==> src/rtl/multi_sensor_poller_pkg.sv <==
// Shared definitions for the multi-sensor poller: FSM state encoding, default
// settle/timeout lengths and a helper that sizes the shared poll timer.
package poller_pkg;

    localparam int DEF_SETTLE_CYCLES  = 16;
    localparam int DEF_TIMEOUT_CYCLES = 1024;

    typedef enum logic [2:0] {
        IDLE,
        LOAD,
        SETTLE,
        WAIT,
        STORE,
        NEXT
    } pollState_t;

    // Enough bits to hold (max(a,b) - 1), never narrower than one bit.
    function automatic int timerWidth(input int a, input int b);
        int m;
        m = (a > b) ? a : b;
        return (m > 1) ? $clog2(m) : 1;
    endfunction

endpackage

==> src/rtl/multi_sensor_poller_if.sv <==
// Handshake between the poller (master) and the serial sensor reader (slave).
interface multi_sensor_poller_if #(
    parameter int ADDR_W = 8,
    parameter int DATA_W = 8
);
    logic              StartReading;
    logic [ADDR_W-1:0] CurAddr;
    logic [DATA_W-1:0] RecData;
    logic              Done;

    modport master (output StartReading, CurAddr, input RecData, Done);
    modport slave  (input StartReading, CurAddr, output RecData, Done);
endinterface

==> src/rtl/multi_sensor_poller_timer.sv <==
// poll_timer: clearable up-counter with a terminal-count flag, shared by the
// settle and wait phases of the poller.
module poll_timer #(
    parameter int WIDTH = 4
) (
    input  logic             Clock,
    input  logic             Reset,
    input  logic             clear,
    input  logic             enable,
    input  logic [WIDTH-1:0] limit,
    output logic             terminal
);

    logic [WIDTH-1:0] count;

    always_ff @(posedge Clock) begin
        if (Reset) begin
            count <= '0;
        end else if (clear) begin
            count <= '0;
        end else if (enable) begin
            count <= count + WIDTH'(1);
        end
    end

    assign terminal = (count == limit);

endmodule

==> src/rtl/multi_sensor_poller.sv <==
// Round-robin poller that asks a serial reader for one reading per channel.
// Define POLLER_TIMEOUT_EN to give up on a channel that never answers.
module multi_sensor_poller
    import poller_pkg::*;
#(
    parameter int NUM_CH         = 2,
    parameter int DATA_W         = 8,
    parameter int ADDR_W         = 8,
    parameter int SETTLE_CYCLES  = DEF_SETTLE_CYCLES,
    parameter int TIMEOUT_CYCLES = DEF_TIMEOUT_CYCLES
) (
    input  logic                     Clock,
    input  logic                     Reset,
    input  logic                     Start,
    input  logic [NUM_CH*ADDR_W-1:0] ChipAddr,
    multi_sensor_poller_if.master    reader,
    output logic [NUM_CH*DATA_W-1:0] Temps,
    output logic [NUM_CH-1:0]        Valid,
    output logic                     ScanDone,
    output logic                     Busy
);

    localparam int IDX_W = (NUM_CH > 1) ? $clog2(NUM_CH) : 1;
    localparam int CNT_W = timerWidth(SETTLE_CYCLES, TIMEOUT_CYCLES);

    pollState_t                state, nextState;
    logic [IDX_W-1:0]          index, nextIndex;
    logic [ADDR_W-1:0]         curAddr, nextCurAddr;
    logic [DATA_W-1:0]         capData, nextCapData;
    logic [NUM_CH*DATA_W-1:0]  nextTemps;
    logic [NUM_CH-1:0]         nextValid;
    logic                      nextScanDone;
    logic                      startReading;
    logic                      timerClear, timerEnable, timerTerminal;
    logic [CNT_W-1:0]          timerLimit;

    poll_timer #(.WIDTH(CNT_W)) timer (
        .Clock    (Clock),
        .Reset    (Reset),
        .clear    (timerClear),
        .enable   (timerEnable),
        .limit    (timerLimit),
        .terminal (timerTerminal)
    );

    assign reader.StartReading = startReading;
    assign reader.CurAddr      = curAddr;

    // State and every output are registered; StartReading and Busy are
    // derived from the state being entered so they line up with it exactly.
    always_ff @(posedge Clock) begin
        if (Reset) begin
            state        <= IDLE;
            index        <= '0;
            curAddr      <= '0;
            capData      <= '0;
            Temps        <= '0;
            Valid        <= '0;
            ScanDone     <= 1'b0;
            Busy         <= 1'b0;
            startReading <= 1'b0;
        end else begin
            state        <= nextState;
            index        <= nextIndex;
            curAddr      <= nextCurAddr;
            capData      <= nextCapData;
            Temps        <= nextTemps;
            Valid        <= nextValid;
            ScanDone     <= nextScanDone;
            Busy         <= (nextState != IDLE);
            startReading <= (nextState == SETTLE);
        end
    end

    // Next-state logic; the timer is cleared on entry to SETTLE and WAIT so
    // each phase counts from zero against its own limit.
    always_comb begin
        nextState    = state;
        nextIndex    = index;
        nextCurAddr  = curAddr;
        nextCapData  = capData;
        nextTemps    = Temps;
        nextValid    = Valid;
        nextScanDone = 1'b0;
        timerClear   = 1'b0;
        timerEnable  = 1'b0;
        timerLimit   = CNT_W'(SETTLE_CYCLES - 1);

        case (state)
            IDLE: begin
                if (Start) begin
                    nextIndex = '0;
                    nextState = LOAD;
                end
            end
            LOAD: begin
                nextCurAddr = ChipAddr[index*ADDR_W +: ADDR_W];
                timerClear  = 1'b1;
                nextState   = SETTLE;
            end
            SETTLE: begin
                if (timerTerminal) begin
                    timerClear = 1'b1;
                    nextState  = WAIT;
                end else begin
                    timerEnable = 1'b1;
                end
            end
            WAIT: begin
`ifdef POLLER_TIMEOUT_EN
                timerLimit  = CNT_W'(TIMEOUT_CYCLES - 1);
                timerEnable = 1'b1;
                if (reader.Done) begin
                    nextCapData = reader.RecData;
                    nextState   = STORE;
                end else if (timerTerminal) begin
                    nextValid[index] = 1'b0;
                    nextState        = NEXT;
                end
`else
                if (reader.Done) begin
                    nextCapData = reader.RecData;
                    nextState   = STORE;
                end
`endif
            end
            STORE: begin
                nextTemps[index*DATA_W +: DATA_W] = capData;
                nextValid[index]                  = 1'b1;
                nextState                         = NEXT;
            end
            NEXT: begin
                if (index == IDX_W'(NUM_CH - 1)) begin
                    nextIndex    = '0;
                    nextScanDone = 1'b1;
                    nextState    = Start ? LOAD : IDLE;
                end else begin
                    nextIndex = index + IDX_W'(1);
                    nextState = LOAD;
                end
            end
            default: nextState = IDLE;
        endcase
    end

endmodule

==> src/flat_wrapper.sv <==
// flat-port wrapper written by rule: the top's interface ports become plain ports
module multi_sensor_poller_flat import poller_pkg::*;
#(
    parameter int NUM_CH         = 2,
    parameter int DATA_W         = 8,
    parameter int ADDR_W         = 8,
    parameter int SETTLE_CYCLES  = DEF_SETTLE_CYCLES,
    parameter int TIMEOUT_CYCLES = DEF_TIMEOUT_CYCLES
)
  (Clock, Reset, Start, ChipAddr, Temps, Valid, ScanDone, Busy, reader_StartReading, reader_CurAddr, reader_RecData, reader_Done);
  multi_sensor_poller_if #(.ADDR_W(ADDR_W), .DATA_W(DATA_W)) reader_i ();
  input  logic Clock;
  input  logic Reset;
  input  logic Start;
  input  logic [NUM_CH*ADDR_W-1:0] ChipAddr;
  output logic [NUM_CH*DATA_W-1:0] Temps;
  output logic [NUM_CH-1:0] Valid;
  output logic ScanDone;
  output logic Busy;
  output wire logic [$bits(reader_i.StartReading)-1:0] reader_StartReading;
  output wire logic [$bits(reader_i.CurAddr)-1:0] reader_CurAddr;
  input wire logic [$bits(reader_i.RecData)-1:0] reader_RecData;
  input wire logic [$bits(reader_i.Done)-1:0] reader_Done;
  assign reader_StartReading = reader_i.StartReading;
  assign reader_CurAddr = reader_i.CurAddr;
  assign reader_i.RecData = reader_RecData;
  assign reader_i.Done = reader_Done;
  multi_sensor_poller #(.NUM_CH(NUM_CH), .DATA_W(DATA_W), .ADDR_W(ADDR_W), .SETTLE_CYCLES(SETTLE_CYCLES), .TIMEOUT_CYCLES(TIMEOUT_CYCLES)) u_core (.Clock(Clock), .Reset(Reset), .Start(Start), .ChipAddr(ChipAddr), .reader(reader_i), .Temps(Temps), .Valid(Valid), .ScanDone(ScanDone), .Busy(Busy));
endmodule
==> config.mk <==
export PLATFORM = sky130hd
export DESIGN_NAME = multi_sensor_poller_flat
export DESIGN_NICKNAME = d
export VERILOG_FILES = /design/src/rtl/multi_sensor_poller_pkg.sv /design/src/rtl/multi_sensor_poller_if.sv /design/src/rtl/multi_sensor_poller_timer.sv /design/src/rtl/multi_sensor_poller.sv /design/src/flat_wrapper.sv
export SDC_FILE = /design/constraint.sdc
export NUM_CORES = 1
export LEC_CHECK = 0
export ABC_AREA = 1
export ABC_CLOCK_PERIOD_IN_PS = 5050
export CORE_MARGIN = 10
export CORE_UTILIZATION = 40
export DETAILED_ROUTE_END_ITERATION = 7
export PLACE_DENSITY_LB_ADDON = 0.05
export SETUP_SLACK_MARGIN = 0.02
export SYNTH_ARGS = -nofsm -noshare
export SYNTH_HDL_FRONTEND = slang
export SYNTH_HIERARCHICAL = 1
export SYNTH_SLANG_ARGS = --single-unit
==> constraint.sdc <==
create_clock -name Clock -period 5.05 [get_ports Clock]
set_input_delay 0.7575 -clock Clock [delete_from_list [all_inputs] [get_ports Clock]]
set_output_delay 0.7575 -clock Clock [all_outputs]
set_load 0.1 [all_outputs]
==> metrics.md <==
| Metric | Value |
|---|---|
| Main flop type after synthesis | `dfxtp_1` |
| #FFs+latches synth | `between 50 and 60` |
| Most frequent cell after synthesis | `nand2_1` |
| Initial antenna violation count | `0` |
| Final setup viols | `0` |
| Metal-1 WL | `between 2000 and 2500 um` |
| Crit path kind | `flop to output pin` |
| CP Buf/Inv Count | `1` |
| Gates resized, CTS repair | `0` |
| Vias in the first global route | `~1900` |
| First-pass GRT wire length | `about 8800 um` |
| Routed WL per cell | `~12 um` |
| CTS sink count | `between 50 and 60` |
| Pre-antenna DRT Iters | `4` |
| Setup Skew | `0.00417 ns` |
| Synth Area per Inst | `7.26 sq um` |
| Critical path startpoint | `u_core/Temps[13]` |
| Hold Crit Class | `flop to flop` |
| Metal2 WL | `between 2000 and 2500 um` |
| Fin crit period | `2.54 ns` |
| Worst Tran Pin Value | `0.988 ns` |
| Drt drc | `0` |
| Uppermost routed layer | `met4` |
| DRT iter0 DRCs | `61` |
| Port Buf Inserts | `56` |
| Reg2Reg Launch Point | `u_core/timer/count[6]` |
| Max frequency | `around 400 MHz` |
| Slowest CP cell | `clkdlybuf4s50_1` |
| Clock Tree Buf Depth | `2` |
| Final hold violation count | `0` |
| Nets | `slightly above 400` |
| Hold depth | `2` |
| Htree depth | `2` |
| Last weighted congestion value of the routability-driven placer | `between 0.7 and 0.8` |
| Max-cap violations | `0` |
| RSZ-0062 raised after global routing | `false` |
| Critical Path Stages | `1` |
| Leakage | `about 1.2 nW` |
| Critical path arrival | `1.78 ns` |
| Synth area leader | `dfxtp_1` |
| Synth top area cells | `dfxtp_1 45%, nand2_1 10%, a21oi_1 8.0%, nor2_1 6.2%, inv_1 5.2%` |
| Area grow syn2layout | `32.8%` |
| Clock Pin Slew Worst Setup and Hold Paths | `0.09 ns` |
| R2R Setup Slk | `approximately 3.2 ns` |
| R2R depth | `10` |
| Post-synth cell types | `31` |
| Largest family of logic cells by synthesized area | `simple AND/OR/NAND/NOR gates` |
| Crit end category | `output pin` |
| Post-synthesis adder-cell area fraction | `0.00554` |
| Layout Utilization | `0.544` |
| Synth Warn # | `6` |
| Skew-Pair Late Insertion Delay | `just under 0.3 ns` |
| DP Cell Count | `around 440` |
| Mux share of post-synthesis cell area | `0` |
| Synth Area in XOR/XNOR | `0.0233` |
| PwrDens | `around 280 nW/um^2` |
| Share of the synthesized area in the top cell type | `0.452` |
| Synth async-reset ratio | `0` |
| Total GRT Usage | `0.118` |
| Outcome | `finished, final reports clean` |
| Vias | `1994` |
| Post-synth EDFFs | `0` |
| Mapped cell area | `~2300 sq um` |
| Die width | `roughly 95 um` |
| Clk root buf | `clkbuf_8` |
| Num CTS Buffers | `5` |
| Starting Density | `0.410` |
| Largest fanout on the critical path | `2` |
| Max-slew violations | `0` |
| TritonCTS clock tree | `built` |
| CP Launch Type | `flop` |
| Die Y | `approximately 95 um` |
| WHS | `0.448 ns` |
| HP Start | `u_core/reader.CurAddr[1]` |
| Worst Slack Setup Final | `between 2 and 3 ns` |
| Critical path endpoint | `Temps[13]` |
| Drt total wl | `5240 um` |
| Syn Inst Count | `roughly 310` |
| Period utilisation layout | `0.503` |
| Crit path cell chain | `clkdlybuf4s50_1` |
| Ant diodes | `0` |
| Crit-path max cell delay | `about 1.1 ns` |
| DIE AREA | `approximately 9000 sq um` |
| Largest net degree at the start of global routing | `23` |
| Met3 WL | `roughly 370 um` |
| Sequential-to-total area share from yosys stat | `0.452` |
| Total negative slack | `0 ns` |
| Post-CTS Setup Repair Bufs | `0` |
| Core area | `approximately 5500 sq um` |
| Synth Area in Compound Gates | `0.147` |
| Share of cells above drive strength 1 | `0.0612` |
| Hold buffers post-CTS | `0` |
| Grt total ovfl | `0` |
| Placement Rows | `27` |
| Simple-Gate Fraction of Synth Area | `0.277` |
| Slew margin rel. | `0.339` |
| Worst path required time | `4.29 ns` |
| HPWL Detailed | `3930 um` |
| FILL cells | `approximately 560` |
| Final Non-Filler Cells | `448` |
| Routed vias/inst | `about 4.5` |
| Most frequent cells after synthesis | `62 x nand2_1, 51 x dfxtp_1, 37 x nor2_1` |
| Max VDD drop | `approximately 0.00021 V` |
| CP top delay family | `buffers and inverters` |
| Post-DRT Antenna Nets | `0` |
| Place WS | `about 2.3 ns` |
| Reg-to-Reg End | `u_core/timer/count[8]` |
| Ports | `between 50 and 60` |
==> worst register-to-register path, cell delays in order, from the launching register on <==
cell     delay, ns
dfxtp_1       0.42
xor2_1        0.17
nor3_1        0.06
nand2_1       0.06
nor2_1        0.04
nor2_1        0.42
nand3_1       0.12
nor2_1        0.22
nand2_1       0.10
o21ai_1       0.13
nor2_1        0.05
==> cells by family (layout without fill, tap and decap cells) <==
kind of cell               after synthesis  count (layout)
and+or+nand+nor                        140             140
buffers and inverters                   46              99
other                                    2              14
AOI/OAI and AO/OA                       65              65
adders and majority gates                1               1
xor gates and xnor gates                 6               6
DFF                                     51              51
==> layer usage <==
layer,vias up,global-route usage
li1,1109,-
met1,843,0.147
met2,38,0.198
met3,4,0.0353
met4,0,0.0262
met5,-,0
==> registers in the layout, summed over array words and instances (netlist names) <==
name	count
u_core/Temps	16
u_core/timer/count	10
u_core/capData	8
u_core/reader.CurAddr	8
u_core/state	3
u_core/Valid	2
u_core/Busy	1
u_core/ScanDone	1
u_core/index	1
u_core/reader.StartReading	1
==> metrics by stage <==
stage	instance area [sq um]	power, W
6_report	3000	0.000838
5_1_grt	3000	0.000880
4_1_cts	3000	0.000851
3_5_place_dp	2890	0.000577
3_3_place_gp	2890	0.000576
2_1_floorplan	2300	0.000531
==> worst min path at each step <==
| stage | end |
|---|---|
| 2_1_floorplan | u_core/timer/count[5] |
| 3_3_place_gp | u_core/reader.CurAddr[5] |
| 6_report | u_core/reader.CurAddr[1] |
| 3_5_place_dp | u_core/reader.CurAddr[5] |
| 4_1_cts | u_core/reader.CurAddr[5] |
| 5_1_grt | u_core/reader.CurAddr[5] |
==> cell usage in the layout (no fill, tap or decap), drive strengths merged <==
cell type      synthesis  routed
a21oi                 36      36
a31oi                  1       1
bufinv                 0       1
clkbuf                 2       5
clkdlybuf4s50          0      56
clkinv                 2       2
clkinvlp               0       1
conb                   2      14
dfxtp                 51      51
ha                     1       1
inv                   34      34
nand2                 68      68
nand3                 23      23
nand3b                 1       1
nand4                  1       1
nor2                  41      41
nor3                   4       4
o21ai                 27      27
o21bai                 1       1
or2                    2       2
xor2                   6       6
==> power by group <==
part	switching, W	internal (W)
combinational	0.0000957	0.0000478
sequential	0.00000939	0.000414
clock	0.000126	0.000145
total	0.000232	0.000606
==> final cells by class <==
| cell class | count | area [sq um] | area share |
|---|---|---|---|
| clock buffer | 5 | 68.8 | 0.0230 |
| clock inverter | 2 | 37.5 | 0.0125 |
| inverter | 36 | 143 | 0.0476 |
| multi-input combinational | 226 | 1080 | 0.359 |
| sequential | 51 | 1020 | 0.341 |
| tap | 72 | 90.1 | 0.0301 |
| timing repair buffer | 56 | 561 | 0.187 |
Note: power is estimated with default switching activity, not from simulation.
